**src/rtl/uart_frame_rcv.sv**
```systemverilog
// uart_frame_rcv: oversampling asynchronous serial frame receiver.
// Frame = start(0), DATA_BITS data LSB-first, optional even parity, stop(1).
// Each bit is sampled at mid-bit. Accepted payloads land in a one-entry
// holding register with a ready/read handshake and error flags.
// Optional feature macro: RCV_PARITY_EN (adds an even-parity bit after the data).
module uart_frame_rcv #(
  parameter int CLKS_PER_BIT = 10,
  parameter int DATA_BITS    = 8
) (
  input  logic                 clk,
  input  logic                 n_rst,
  input  logic                 serial_in,
  input  logic                 data_read,
  output logic [DATA_BITS-1:0] rx_data,
  output logic                 data_ready,
  output logic                 overrun_error,
  output logic                 framing_error,
  output logic                 parity_error
);

  localparam int CW = $clog2(CLKS_PER_BIT);
  localparam int BW = $clog2(DATA_BITS + 1);
  localparam logic [CW-1:0] HALF_M1  = CW'(CLKS_PER_BIT / 2 - 1);
  localparam logic [CW-1:0] FULL_M1  = CW'(CLKS_PER_BIT - 1);
  localparam logic [BW-1:0] LAST_BIT = BW'(DATA_BITS - 1);

  typedef enum logic [2:0] {
    ST_IDLE,
    ST_START,
    ST_DATA,
`ifdef RCV_PARITY_EN
    ST_PARITY,
`endif
    ST_STOP,
    ST_LOAD
  } state_t;

  state_t                r_state, w_next;
  logic                  r_prev;
  logic [CW-1:0]         r_cnt;
  logic [BW-1:0]         r_bitcnt;
  logic [DATA_BITS-1:0]  r_shift;
  logic                  r_stop;
  logic                  w_edge, w_half, w_full, w_par_bad, w_load;

  assign w_edge = r_prev & ~serial_in;
  assign w_half = (r_cnt == HALF_M1);
  assign w_full = (r_cnt == FULL_M1);

`ifdef RCV_PARITY_EN
  logic r_par;
  logic r_perr;
  // Data bits plus parity bit must have even weight.
  assign w_par_bad    = ^{r_par, r_shift};
  assign parity_error = r_perr;
`else
  assign w_par_bad    = 1'b0;
  assign parity_error = 1'b0;
`endif

  // A frame is only committed when its stop bit was 1 and parity held.
  assign w_load = (r_state == ST_LOAD) && r_stop && !w_par_bad;

  // State register.
  always_ff @(posedge clk or negedge n_rst) begin
    if (!n_rst) r_state <= ST_IDLE;
    else        r_state <= w_next;
  end

  // Next-state: each sampling state advances when the clock counter hits its mark.
  always_comb begin
    w_next = r_state;
    case (r_state)
      ST_IDLE:  if (w_edge) w_next = ST_START;
      ST_START: if (w_half) w_next = serial_in ? ST_IDLE : ST_DATA;
      ST_DATA: begin
        if (w_full && (r_bitcnt == LAST_BIT)) begin
`ifdef RCV_PARITY_EN
          w_next = ST_PARITY;
`else
          w_next = ST_STOP;
`endif
        end
      end
`ifdef RCV_PARITY_EN
      ST_PARITY: if (w_full) w_next = ST_STOP;
`endif
      ST_STOP:  if (w_full) w_next = ST_LOAD;
      ST_LOAD:  w_next = ST_IDLE;
      default:  w_next = ST_IDLE;
    endcase
  end

  // Line history, bit-time counter, bit counter and sample capture.
  always_ff @(posedge clk or negedge n_rst) begin
    if (!n_rst) begin
      r_prev   <= 1'b1;
      r_cnt    <= '0;
      r_bitcnt <= '0;
      r_shift  <= '0;
      r_stop   <= 1'b0;
`ifdef RCV_PARITY_EN
      r_par    <= 1'b0;
`endif
    end else begin
      r_prev <= serial_in;
      // Counter restarts after the half-bit start sample so later samples sit mid-bit.
      if (r_state == ST_IDLE || r_state == ST_LOAD || (r_state == ST_START && w_half) || w_full)
        r_cnt <= '0;
      else
        r_cnt <= r_cnt + 1'b1;
      if (r_state == ST_IDLE)
        r_bitcnt <= '0;
      if (r_state == ST_DATA && w_full) begin
        r_shift  <= {serial_in, r_shift[DATA_BITS-1:1]};
        r_bitcnt <= r_bitcnt + 1'b1;
      end
`ifdef RCV_PARITY_EN
      if (r_state == ST_PARITY && w_full)
        r_par <= serial_in;
`endif
      if (r_state == ST_STOP && w_full)
        r_stop <= serial_in;
    end
  end

  // Holding register, handshake and error flags; a load beats a same-cycle read.
  always_ff @(posedge clk or negedge n_rst) begin
    if (!n_rst) begin
      rx_data       <= '0;
      data_ready    <= 1'b0;
      overrun_error <= 1'b0;
      framing_error <= 1'b0;
`ifdef RCV_PARITY_EN
      r_perr        <= 1'b0;
`endif
    end else begin
      if (r_state == ST_IDLE && w_edge) begin
        framing_error <= 1'b0;
`ifdef RCV_PARITY_EN
        r_perr        <= 1'b0;
`endif
      end
      if (r_state == ST_LOAD) begin
        if (!r_stop)
          framing_error <= 1'b1;
`ifdef RCV_PARITY_EN
        else if (w_par_bad)
          r_perr <= 1'b1;
`endif
      end
      if (w_load) begin
        rx_data       <= r_shift;
        data_ready    <= 1'b1;
        overrun_error <= data_ready & ~data_read;
      end else if (data_read) begin
        data_ready    <= 1'b0;
        overrun_error <= 1'b0;
      end
    end
  end

endmodule

```
**config.mk**
```make
export PLATFORM = sky130hd
export DESIGN_NAME = uart_frame_rcv
export DESIGN_NICKNAME = d
export VERILOG_FILES = /design/src/rtl/uart_frame_rcv.sv
export SDC_FILE = /design/constraint.sdc
export NUM_CORES = 1
export LEC_CHECK = 0
export CAP_MARGIN = 20
export CORE_MARGIN = 1.5
export CORE_UTILIZATION = 43
export CTS_BUF_LIST = sky130_fd_sc_hd__clkbuf_2 sky130_fd_sc_hd__clkbuf_4 sky130_fd_sc_hd__clkbuf_8
export CTS_CLUSTER_SIZE = 12
export DETAILED_ROUTE_END_ITERATION = 7
export PLACE_DENSITY = 0.6
export SLEW_MARGIN = 15
export SYNTH_ARGS = -nofsm -noshare
export SYNTH_HDL_FRONTEND = slang
export SYNTH_SLANG_ARGS = --single-unit
```
**constraint.sdc**
```tcl
create_clock -name clk -period 2.43 [get_ports clk]
set_input_delay 0.486 -clock clk [delete_from_list [all_inputs] [get_ports clk]]
set_output_delay 0.486 -clock clk [all_outputs]
set_load 0.02 [all_outputs]
```
* Yosys cells after proc, flatten, opt, wreduce, memory -nomap -nowiden
Index checks and enable logic that the tools add are counted.
Storage, ports and cells: memories kept 0, bits in latches 0, bits in writable memories 0, output and inout port bits 12, memory bits (read-only) 0, flip-flop bits (word level) 32
Cells by class: equal/unequal tests 11, shift operators 0, reduce and logical (&&, ||, !) cells 13, bitwise operators 4, mux-type cells 15, $add $sub $neg 2, multiply operators 0, divide/modulo/power cells 0, order comparisons 0
Operators by type and width (number):
- two-way mux 3 bit | 4
- two-way mux 4 bit | 3
- case mux 3 bit (4 select lines) | 1
- adder 4 x 1 -> 4 bit (second input constant) | 2
- equality test 4 x 3 -> 1 bit (second input constant) | 2
- != test 2 bit (second input constant) | 4
- equality test 3 x 2 -> 1 bit (second input constant) | 2
- logical AND 1 bit | 6
- two-way mux 1 bit | 6
- equality test 4 bit (second input constant) | 1
- AND reduction 4 bit | 1
- nonzero test 2 bit | 2
- equality test 3 x 1 -> 1 bit (second input constant) | 1
- equality test 3 bit (second input constant) | 1
- zero test 3 bit | 1
- logical OR 1 bit | 3
- bitwise AND 1 bit | 2
- two-way mux 2 bit | 1
- NOT 1 bit | 2

* Depth between registers and ports, before layout
Gate-level depths: netlist of run 1.
depth in word-level cells 6, gate-level depth with buffers 7, depth with buffers taken out 6

* Worst setup path after synthesis of run 1
Ideal clock, no wire load.
path kind register to register, start reg r_cnt[0], end reg r_shift[2], slack 0.964 ns, buffers on the path 1, clock period less this slack 1.466 ns, arrival 1.340 ns, required time 2.305 ns, stages on the path, launching flop included 6, cell sequence dfrtp_1 > ha_1 > and3b_1 > nand2_2 > buf_6 > mux2_4
Between the ends: cells in the longest elaborated chain, start to end 2
RTL lines:
- start, declared | RTL line 40 | logic [CW-1:0] r_cnt;
- start signal, assigned | RTL line 111 | r_cnt <= r_cnt + 1'b1;
- equality test 4 bit | RTL line 48 | assign w_full = (r_cnt == FULL_M1);
- logical AND 1 bit | RTL line 114 | if (r_state == ST_DATA && w_full) begin
- end signal, assigned | RTL line 115 | r_shift <= {serial_in, r_shift[DATA_BITS-1:1]};
- end, declared | RTL line 42 | logic [DATA_BITS-1:0] r_shift;
Every way passes these cells. A chain may end at the register's enable or synchronous reset.

* Worst setup path in the final report of run 1
start reg framing_error, end out framing_error
RTL lines:
- start, declared | RTL line 17 | output logic framing_error,
- start signal, assigned | RTL line 133 | framing_error <= 1'b0;
- start signal, assigned | RTL line 139 | framing_error <= 1'b0;
- start signal, assigned | RTL line 146 | framing_error <= 1'b1;
No word-level cell between the ends.

==> metrics.md, run 1 <==
| Metric | Value |
|---|---|
| Setup ws final | 0.596 ns |
| Worst hold path depth | 1 |
| Via density per instance | 5.11 |
| WP buf/inv | 1 |
| Maxcap violations | 0 |
| Net count, final | 141 |
| HP Class | reg2reg |
| Slew margin rel. | 0.645 |
| Syn Nets | 124 |
| Cell family with most CP delay | buffers and inverters |
| Total Negative Setup Slacks | 0 ns |
| Area leader, netlist | dfrtp_1 |
| Synth Register Bits | 32 |
| Initial core utilization | 0.446 |
| Cts bufs inserted | 5 |
| Syn_area_per_cell | 12.7 um^2 |
| Layout cells sized above 1 | 0.239 |
| R2r worst-path depth | 3 |
| Clock-pin slew on the worst setup and hold paths | 0.11 ns |
| Slew Limit Fails | 0 |
| RR Endpoint | r_shift[6]$_DFFE_PN0P_ |
| Routed via count | 920 |
| Setup WS pre-CTS | 0.606 ns |
| Critical Path Sink Type | output port |
| Die ar. | 3800 um^2 |
| Crit path cell chain | clkdlybuf4s50_1 |
| Synth top area share | 0.525 |
| Longest Clk Path Bufs | 2 |
| RSZ-0062 raised after global routing | no |
| CTS tree | yes |
| Post-CTS Hold Buffers | 0 |
| Post-synth cell types | 35 |
| Final std cells w/o fill | 180 |
| CP max stage delay | 0.62 ns |
| Drt drc | 0 |
| R2R setup slack | 0.74 ns |
| Worst Path Arrival | 1.35 ns |
| Final-layout fill cell count | 322 |
| Average wire per cell in the routed design | 14.1 um |
| Yosys warnings | 0 |
| Crit Reg-Reg Startpoint | r_state[1]$_DFFE_PN0P_ |
| Ant. Diodes | 0 |
| Main area contributors after synthesis | dfrtp_1 52%, mux2_2 9.9%, mux2_4 5.1% |
| Final Hold Fails | 0 |
| Seq/Total Area, Yosys | 0.543 |
| CTS root buf | clkbuf_4 |
| CTS resizes | 0 |
| H-tree depth | 2 |
| Post-DRT Antenna Nets | 0 |
| Cell Count Post-Placement | 172 |
| Least-Margin Pin Slew | 0.531 ns |
| Synth top cells by count | 31 x dfrtp_1, 13 x mux2_2, 8 x nand2_1, 7 x nor2_1 |
| Clock Latency Late Sink | 0.34 ns |
| Gr ovfl total | 0 |
| Final Wtd Congestion | 0.728 |
| Predominant post-synthesis flop cell | dfrtp_1 |
| Number of global-route vias before repair | 932 |
| Setup Buffers After CTS | 0 |
| DR iter-0 viols | 31 |
| Post-synth EDFFs | 0 |
| Routed WL | 2540 um |
| Clock sink count | 32 |
| PortBufs | 14 |
| Number of cell rows | 21 |
| CP required | 1.94 ns |
| Status | complete, no violations |
| Core ar. | 3310 um^2 |
| Final Util | 0.518 |
| # IOs | 16 |
| Final Cycle Share | 0.755 |
| Largest net degree at the start of global routing | 33 |
| CP max FO | 3 |
| Worst Skew | 0.00820 ns |
| Die W | 61.6 um |
| Max VDD drop | 386 uV |
| Initial antenna violation count | 0 |
| Cell area after synthesis | 1480 um^2 |
| First-pass GRT wire length | 4270 um |
| Post-layout minimum cycle time | 1.83 ns |
| Maximum clock rate | 545 MHz |
| WS Path Type | reg2out |
| Post-detail-place hpwl | 1740 um |
| Leakage | 0.782 nW |
| Worst hold start | r_shift[0]$_DFFE_PN0P_ |
| Post-synth ARST share | 1.00 |
| Most used standard cell by instance count after synthesis | dfrtp_1 |
| Drt first pass iters | 2 |
| Hold EP | r_shift[0]$_DFFE_PN0P_ |
| Die outline height | 61.6 um |
| Startpoint types | flip-flop |
| Final setup viols | 0 |
| Cells after synthesis | 116 |
| Slowest CP cell | clkdlybuf4s50_1 |
| Pwr per Cell Area | 567 nW/um^2 |
| Area delta synth->final | 16.0% |
| Total GRT Usage | 0.162 |
==> cell usage in the layout, fill, tap and decap left out, types with 2 or more instances in the layout <==
master / netlist / final
a21o_1: 2 / 2
dfrtp_1: 31 / 31
mux2_4: 5 / 5
nand3b_1: 5 / 5
nand3_1: 3 / 3
nor3_1: 3 / 3
nand2_1: 8 / 8
ha_1: 4 / 4
nor3b_1: 3 / 3
mux2_2: 13 / 13
o21ai_0: 2 / 2
clkbuf_4: 0 / 5
clkdlybuf4s50_1: 0 / 14
inv_1: 5 / 5
nor2_1: 7 / 7
==> per-layer routing <==
layer / share of wire / wire [um] / global-route usage
met1: 0.45 / 1140 / 0.200
met2: 0.49 / 1250 / 0.254
met3: 0.039 / 98 / 0.0672
met4: 0.018 / 47 / 0.0638
met5: 0 / 0 / 0
==> logic make-up (layout without fill, tap and decap cells) <==
family                     count (synthesis)  count (layout)  share of synthesized area
AOI/OAI and AO/OA                         12              12                     0.0584
other                                      1               1                    0.00254
and+or+nand+nor                           36              36                      0.148
muxes                                     19              19                      0.157
adders and majority gates                  4               4                     0.0339
DFF                                       32              32                      0.543
xor gates and xnor gates                   2               2                     0.0119
buffers and inverters                     10              28                     0.0457
==> registers in the layout, summed over array words and instances, names as in the netlist <==
signal	cells
r_stop	1
data_ready	1
rx_data	8
overrun_error	1
r_cnt	4
r_state	3
r_shift	8
r_prev	1
framing_error	1
r_bitcnt	4
==> power by group <==
part / leakage (nW) / internal, W / switching, W
Clock: 0.0412 / 0.000214 / 0.000189
Combinational: 0.332 / 0.0000119 / 0.0000148
Sequential: 0.408 / 0.000538 / 0.00000389
Total: 0.782 / 0.000764 / 0.000207
==> through the flow <==
stage	area [um^2]	hold WS [ns]	total power [W]
floorplan	1480	0.190	0.000561
global placement	1630	0.485	0.000579
detailed placement	1630	0.492	0.000580
CTS	1710	0.516	0.000983
global route	1710	0.527	0.00102
finish	1710	0.515	0.000972
==> how the worst max path moves through the flow <==
stage                                        from                endpoint  slack (ns)  cells after the start
after floorplan                r_cnt[0]$_DFF_PN0_  r_shift[2]$_DFFE_PN0P_        0.96                      5
after global placement                  serial_in  r_state[0]$_DFFE_PN0P_        0.66                      5
after detailed placement                serial_in  r_state[0]$_DFFE_PN0P_        0.61                      5
after CTS                 framing_error$_DFF_PN0_           framing_error        0.58                      1
after global routing      framing_error$_DFF_PN0_           framing_error        0.54                      1
final                     framing_error$_DFF_PN0_           framing_error        0.60                      1
==> layout make-up <==
| class | count | area [um^2] | share of cell area |
|---|---|---|---|
| clock buffers | 5 | 37.5 | 0.0219 |
| multi-input cells | 74 | 608 | 0.355 |
| flip-flops and latches | 32 | 802 | 0.468 |
| inverters | 5 | 18.8 | 0.0109 |
| well taps | 46 | 57.6 | 0.0336 |
| repair buffers | 15 | 148 | 0.0861 |
| clock inverters | 3 | 42.5 | 0.0248 |
No activity file was read; power rests on OpenSTA's default activity.
==> inputs of run 2 (changes only) <==
--- a/config.mk
+++ b/config.mk
@@ -11,7 +11,7 @@
 export CTS_BUF_LIST = sky130_fd_sc_hd__clkbuf_2 sky130_fd_sc_hd__clkbuf_4 sky130_fd_sc_hd__clkbuf_8
 export CTS_CLUSTER_SIZE = 12
 export DETAILED_ROUTE_END_ITERATION = 7
-export PLACE_DENSITY = 0.6
+export PLACE_DENSITY = 0.63
 export SLEW_MARGIN = 15
 export SYNTH_ARGS = -nofsm -noshare
 export SYNTH_HDL_FRONTEND = slang
==> constraint.sdc (replaced) <==
create_clock -name clk -period 1.45 [get_ports clk]
set_input_delay 0.29 -clock clk [delete_from_list [all_inputs] [get_ports clk]]
set_output_delay 0.29 -clock clk [all_outputs]
set_load 0.02 [all_outputs]
==> run 2 against run 1 <==
Compared with the run above: the flow now finishes with violations (negative setup slack); total power is 57% higher; count of clock-buffer cells in the layout is 2 higher; critical path depth is 5 higher; worst hold slack worse by 0.29 ns; design area is 13% higher; cell count is 11% higher; non-clock buffer count is 19 higher; via count is 10% higher; largest cell class unchanged.
==> metrics.md, run 2 (same netlist as run 1, synthesis figures left out) <==
| Metric | Value |
|---|---|
| Die ar. | 3800 um^2 (unchanged) |
| CP max FO | 3 (unchanged) |
| Clock-pin slew on the worst setup and hold paths | 0.10 ns (was 0.11 ns) |
| PortBufs | 14 (unchanged) |
| Drt first pass iters | 4 (was 2) |
| Worst Path Arrival | 1.73 ns (was 1.35 ns) |
| Die W | 61.6 um (unchanged) |
| Initial core utilization | 0.446 (unchanged) |
| Slowest CP cell | dfrtp_1 (was clkdlybuf4s50_1) |
| Pwr per Cell Area | 784 nW/um^2 (was 567 nW/um^2) |
| RSZ-0062 raised after global routing | yes (was no) |
| Routed via count | 1015 (was 920) |
| Gr ovfl total | 0 (unchanged) |
| Startpoint types | flip-flop (unchanged) |
| Post-layout minimum cycle time | 1.51 ns |
| Post-detail-place hpwl | 1770 um (was 1740 um) |
| Initial antenna violation count | 0 (unchanged) |
| Ant. Diodes | 0 (unchanged) |
| WHS | 0.229 ns (was 0.515 ns) |
| Leading cell type in the layout, fill and taps excluded | dfrtp_1 (unchanged) |
| Clock sink count | 32 (unchanged) |
| Area delta synth->final | 31.5% (was 16.0%) |
| Number of global-route vias before repair | 995 (was 932) |
| Cts bufs inserted | 5 (unchanged) |
| First-pass GRT wire length | 4570 um (was 4270 um) |
| Max VDD drop | 546 uV (was 386 uV) |
| Post-CTS Hold Buffers | 0 (unchanged) |
| Via density per instance | 5.08 (was 5.11) |
| Maximum clock rate | 662 MHz |
| R2R setup slack | -0.06 ns (was 0.74 ns) |
| Net count, final | 161 (was 141) |
| Regs by FF count | r_shift (8), rx_data (8) (unchanged) |
| WS Path Type | reg2reg (was reg2out) |
| Met1 Usage GRT | 0.234 (was 0.200) |
| Clock Latency Late Sink | 0.33 ns (was 0.34 ns) |
| Met2 Use GR | 0.238 (was 0.254) |
| Drt drc | 0 (unchanged) |
| Busiest grt layer | met2 (unchanged) |
| Final Cycle Share | 1.04 |
| Total GRT Usage | 0.172 (was 0.162) |
| Final Wtd Congestion | 0.823 (was 0.728) |
| Commonest cells after routing, fill and taps aside | 30 x dfrtp_1, 16 x buf_4, 11 x dlygate4sd2_1 (was 31 x dfrtp_1, 14 x clkdlybuf4s50_1, 13 x mux2_2) |
| HP Class | in2async (was reg2reg) |
| Layout cells sized above 1 | 0.390 (was 0.239) |
| Final Hold Fails | 0 (unchanged) |
| Final Cell Area | 1940 um^2 (was 1710 um^2) |
| CP max stage delay | 0.40 ns (was 0.62 ns) |
| H-tree depth | 2 (unchanged) |
| Status | finished with violations (was complete, no violations) |
| Final setup viols | 10 (was 0) |
| Average wire per cell in the routed design | 13.4 um (was 14.1 um) |
| DR iter-0 viols | 38 (was 31) |
| Die outline height | 61.6 um (unchanged) |
| Core ar. | 3310 um^2 (unchanged) |
| Dpl cell area | 1770 um^2 (was 1630 um^2) |
| Routed WL | 2680 um (was 2540 um) |
| Largest net degree at the start of global routing | 27 (was 33) |
| Met3 usage | 0.0525 (was 0.0672) |
| Longest Clk Path Bufs | 2 (unchanged) |
| Setup ws final | -0.0602 ns (was 0.596 ns) |
| Worst Skew | 0.0105 ns (was 0.00820 ns) |
| Sequential cell area | 803 um^2 (was 802 um^2) |
| # IOs | 16 (unchanged) |
| Pwr Total | 0.00152 W (was 0.000972 W) |
| Final-layout fill cell count | 296 (was 322) |
| CTS tree | yes (unchanged) |
| Leakage | 0.950 nW (was 0.782 nW) |
| Number of cell rows | 21 (unchanged) |
| CP required | 1.67 ns (was 1.94 ns) |
| Footprint of the multi-input gates | 679 um^2 (was 608 um^2) |
| Failing checks | negative setup slack |
| Maxcap violations | 0 (unchanged) |
| Slew Limit Fails | 0 (unchanged) |
| Post-DRT Antenna Nets | 0 (unchanged) |
| Critical Path Sink Type | flip-flop (was output port) |
| CTS root buf | clkbuf_4 (unchanged) |
| Crit path cell chain | inv_2, ha_2, nand3b_1, a32oi_1, nand2_1, mux2_2 (was clkdlybuf4s50_1) |
[run 2: cell types whose count changed in the layout (fill, tap and decap cells not counted), sizes merged, moves of 2 or more]
cell           before  now
dlygate4sd2         0   11
clkbuf              5    7
buf                 1   20
clkdlybuf4s50      14    3
[run 2: worst max-delay path, delay by kind of cell (launching register included)]
| family | cells | cell delay [ns] |
|---|---|---|
| DFF | 1 | 0.40 |
| muxes | 1 | 0.27 |
| AOI/OAI and AO/OA | 1 | 0.26 |
| and+or+nand+nor | 2 | 0.23 |
| adders and majority gates | 1 | 0.17 |
| buffers and inverters | 1 | 0.06 |
[run 2: layout make-up]
type,instances,share of cell area
flip-flops and latches,32,0.413
multi-input cells,75,0.350
repair buffers,34,0.164
clock buffers,7,0.0303
well taps,46,0.0296
inverters,5,0.00966
clock inverters,1,0.00386
[run 2: layer usage]
| layer | share of wire | wire (um) |
|---|---|---|
| met3 | 0.043 | 114 |
| met1 | 0.46 | 1230 |
| met5 | 0 | 0 |
| met4 | 0.022 | 58 |
| met2 | 0.48 | 1280 |
[run 2: per-stage QoR]
stage          std cells  TNS [ns]  utilization  worst slack (ns)
2_1_floorplan        116   -0.0141            -          -0.00282
3_3_place_gp         187    -0.430        0.536           -0.0602
3_5_place_dp         187     -1.06        0.536            -0.109
4_1_cts              200    -0.316        0.584           -0.0684
5_1_grt              200     -1.21        0.587            -0.142
6_report             200    -0.221        0.587           -0.0602
[run 2: path summary, 6_finish.rpt]
kind,end,from,cells after the start
min,r_stop$_DFFE_PN0P_,n_rst,1
max in group asynchronous,r_bitcnt[2]$_DFFE_PN0P_,n_rst,2
min in group clk,overrun_error$_DFFE_PN0P_,data_read,2
max reg2reg,r_state[0]$_DFFE_PN0P_,r_cnt[1]$_DFF_PN0_,6
min reg2reg,rx_data[0]$_DFFE_PN0P_,rx_data[0]$_DFFE_PN0P_,1
max,r_state[0]$_DFFE_PN0P_,r_cnt[1]$_DFF_PN0_,6
[run 2: timing repair]
action | 4_1_cts | 5_1_grt
endpoints found under the setup margin | 23 | 24
gates resized for setup | 24 | 2
setup buffers | 4 | 0
gates cloned | 1 | 0
pin swaps | 6 | 4
[run 2: power breakdown]
group,total [W],switching [W],internal [W]
sequential,0.000908,0.00000602,0.000902
combinational,0.0000523,0.0000262,0.0000261
clock,0.000564,0.000308,0.000256
total,0.00152,0.000340,0.00118
==> inputs of run 3 (changes only) <==
--- a/config.mk
+++ b/config.mk
@@ -11,6 +11,7 @@
 export CTS_BUF_LIST = sky130_fd_sc_hd__clkbuf_2 sky130_fd_sc_hd__clkbuf_4 sky130_fd_sc_hd__clkbuf_8
 export CTS_CLUSTER_SIZE = 12
 export DETAILED_ROUTE_END_ITERATION = 7
+export MAX_ROUTING_LAYER = met4
 export PLACE_DENSITY = 0.63
 export SLEW_MARGIN = 15
 export SYNTH_ARGS = -nofsm -noshare
==> run 3 against run 2 <==
Compared with the run above: the run still ends with negative setup slack left; sequential power about the same; wire length about the same; critical path depth shrank 1; die area unchanged; total power rose by 8.3%; maximum frequency shrank 1.1%; via count shrank 2.8%; register-to-register slack got worse by 0.02 ns; first-iteration DRC count decreased by 37%; count of clock-buffer cells in the layout decreased by 1; cell count down 1.0%; global-route usage fell by 0.12 points.
==> metrics.md, run 3 (same netlist as run 1, synthesis figures left out) <==
| Metric | Value |
|---|---|
| Status | finished with violations (unchanged) |
| Failing checks | negative setup slack (unchanged) |
| Final Wtd Congestion | 0.868 (was 0.823) |
| Clock Latency Late Sink | 0.33 ns (about the same) |
| Maxcap violations | 0 (unchanged) |
| WHS | 0.267 ns (was 0.229 ns) |
| Leakage | 0.935 nW (was 0.950 nW) |
| Dpl cell area | 1760 um^2 (was 1770 um^2) |
| Final std cells w/o fill | 198 (was 200) |
| Net count, final | 159 (was 161) |
| Post-layout minimum cycle time | 1.53 ns (was 1.51 ns) |
| Footprint of the multi-input gates | 672 um^2 (was 679 um^2) |
| Worst Skew | 0.0141 ns (was 0.0105 ns) |
| WS Path Type | reg2reg (unchanged) |
| Final setup viols | 11 (was 10) |
| Cell family with most CP delay | flip-flops (unchanged) |
| Clock sink count | 32 (unchanged) |
| Crit path cell chain | buf_4, nor3b_1, a22oi_2, nand2_1, mux2_2 (was inv_2, ha_2, nand3b_1, a32oi_1, nand2_1, mux2_2) |
| Post-CTS Hold Buffers | 0 (unchanged) |
| Largest net degree at the start of global routing | 23 (was 27) |
| Leading cell type in the layout, fill and taps excluded | dfrtp_1 (unchanged) |
| Via density per instance | 4.98 (was 5.08) |
| Post-detail-place hpwl | 1860 um (was 1770 um) |
| Cell Count Post-Placement | 187 (unchanged) |
| Slew Limit Fails | 0 (unchanged) |
| Average wire per cell in the routed design | 13.5 um (was 13.4 um) |
| Final-layout fill cell count | 296 (unchanged) |
| Critical Path Sink Type | flip-flop (unchanged) |
| Initial core utilization | 0.446 (unchanged) |
| Worst Path Arrival | 1.76 ns (was 1.73 ns) |
| H-tree depth | 2 (unchanged) |
| Pwr per Cell Area | 861 nW/um^2 (was 784 nW/um^2) |
| Core ar. | 3310 um^2 (unchanged) |
| Ant. Diodes | 0 (unchanged) |
| CTS tree | yes (unchanged) |
| Setup ws final | -0.0776 ns (was -0.0602 ns) |
| Drt drc | 0 (unchanged) |
| DR iter-0 viols | 24 (was 38) |
| Routed via count | 987 (was 1015) |
| Drt first pass iters | 5 (was 4) |
| Area delta synth->final | 29.7% (was 31.5%) |
| CP max FO | 5 (was 3) |
| HP Class | in2async (unchanged) |
| Longest Clk Path Bufs | 2 (unchanged) |
| RSZ-0062 raised after global routing | yes (unchanged) |
| Layout cells sized above 1 | 0.375 (was 0.390) |
| Number of cell rows | 21 (unchanged) |
| CTS root buf | clkbuf_4 (unchanged) |
| Max VDD drop | 898 uV (was 546 uV) |
| CP required | 1.68 ns (was 1.67 ns) |
| Total GRT Usage | 0.171 (was 0.172) |
| Setup WS pre-CTS | -0.131 ns (was -0.109 ns) |
| CP max stage delay | 0.46 ns (was 0.40 ns) |
| Startpoint types | flip-flop (unchanged) |
| Initial antenna violation count | 0 (unchanged) |
| Maximum clock rate | 655 MHz (was 662 MHz) |
| Gr ovfl total | 0 (unchanged) |
| Die outline height | 61.6 um (unchanged) |
| Regs by FF count | r_shift (8), rx_data (8) (unchanged) |
| First-pass GRT wire length | 4380 um (was 4570 um) |
| Post-DRT Antenna Nets | 0 (unchanged) |
| Clock-pin slew on the worst setup and hold paths | 0.10 ns (about the same) |
| Final Cell Area | 1920 um^2 (was 1940 um^2) |
| Final Util | 0.579 (was 0.587) |
| Cts bufs inserted | 5 (unchanged) |
| Number of global-route vias before repair | 938 (was 995) |
| Slowest CP cell | dfrtp_1 (unchanged) |
| Final Hold Fails | 0 (unchanged) |
| WP buf/inv | 1 (unchanged) |
| Sequential cell area | 803 um^2 (unchanged) |
| # IOs | 16 (unchanged) |
| Commonest cells after routing, fill and taps aside | 30 x dfrtp_1, 17 x buf_4, 11 x dlygate4sd2_1 (was 30 x dfrtp_1, 16 x buf_4, 11 x dlygate4sd2_1) |
| Final Cycle Share | 1.05 (was 1.04) |
| Routed WL | 2680 um (about the same) |
| PortBufs | 14 (unchanged) |
| Die W | 61.6 um (unchanged) |
| Die ar. | 3800 um^2 (unchanged) |
-- run 3: cell types whose count changed in the layout (fill, tap and decap cells not counted), sizes merged --
cell / previous run / this run
clkinvlp: 1 / 0
nand2: 10 / 9
clkbuf: 7 / 6
bufinv: 0 / 1
buf: 20 / 19
clkinv: 0 / 1
-- run 3: worst paths after layout --
path | from | slack, ns | depth (start not counted) | endpoint
worst min-delay path | n_rst | 0.27 | 2 | framing_error$_DFF_PN0_
max in group asynchronous | n_rst | 0.89 | 2 | r_cnt[1]$_DFF_PN0_
worst max-delay path | r_state[1]$_DFFE_PN0P_ | -0.08 | 5 | r_state[0]$_DFFE_PN0P_
min in group clk | rx_data[0]$_DFFE_PN0P_ | 0.51 | 1 | rx_data[0]$_DFFE_PN0P_
worst min register to register | rx_data[0]$_DFFE_PN0P_ | 0.51 | 1 | rx_data[0]$_DFFE_PN0P_
worst max register to register | r_state[1]$_DFFE_PN0P_ | -0.08 | 5 | r_state[0]$_DFFE_PN0P_
-- run 3: report_power, final --
part           total (W)  internal, W  switching (W)
sequential      0.000908     0.000902     0.00000682
clock           0.000689     0.000380       0.000309
combinational  0.0000527    0.0000260      0.0000267
-- run 3: timing repair --
item                                    in CTS  in global routing
gates resized for setup                     15                 12
endpoints found under the setup margin      24                 25
buffers inserted                             2                  1
pin swaps                                    5                  3
-- run 3: area by class of cell --
cell class,instances,area share
Inverter,5,0.00979
Clock inverter,2,0.0183
Timing Repair Buffer,33,0.149
Tap cell,46,0.0300
Sequential cell,32,0.419
Clock buffer,6,0.0235
Multi-Input combinational cell,74,0.351
-- run 3: metrics by stage --
step / power [W] / TNS [ns]
2_1_floorplan: 0.000941 / -0.0141
3_3_place_gp: 0.000977 / -0.277
3_5_place_dp: 0.000979 / -0.707
4_1_cts: 0.00167 / -0.216
5_1_grt: 0.00171 / -1.47
6_report: 0.00165 / -0.223
-- run 3: per-layer routing --
layer / wire length (um) / share of wire / GRT usage / up-vias
met1: 1280 / 0.48 / 0.229 / 489
li1: - / - / - / 470
met2: 1270 / 0.47 / 0.230 / 26
met5: 0 / 0 / - / -
met4: 19 / 0.0071 / 0.100 / 0
met3: 109 / 0.041 / 0.0441 / 2
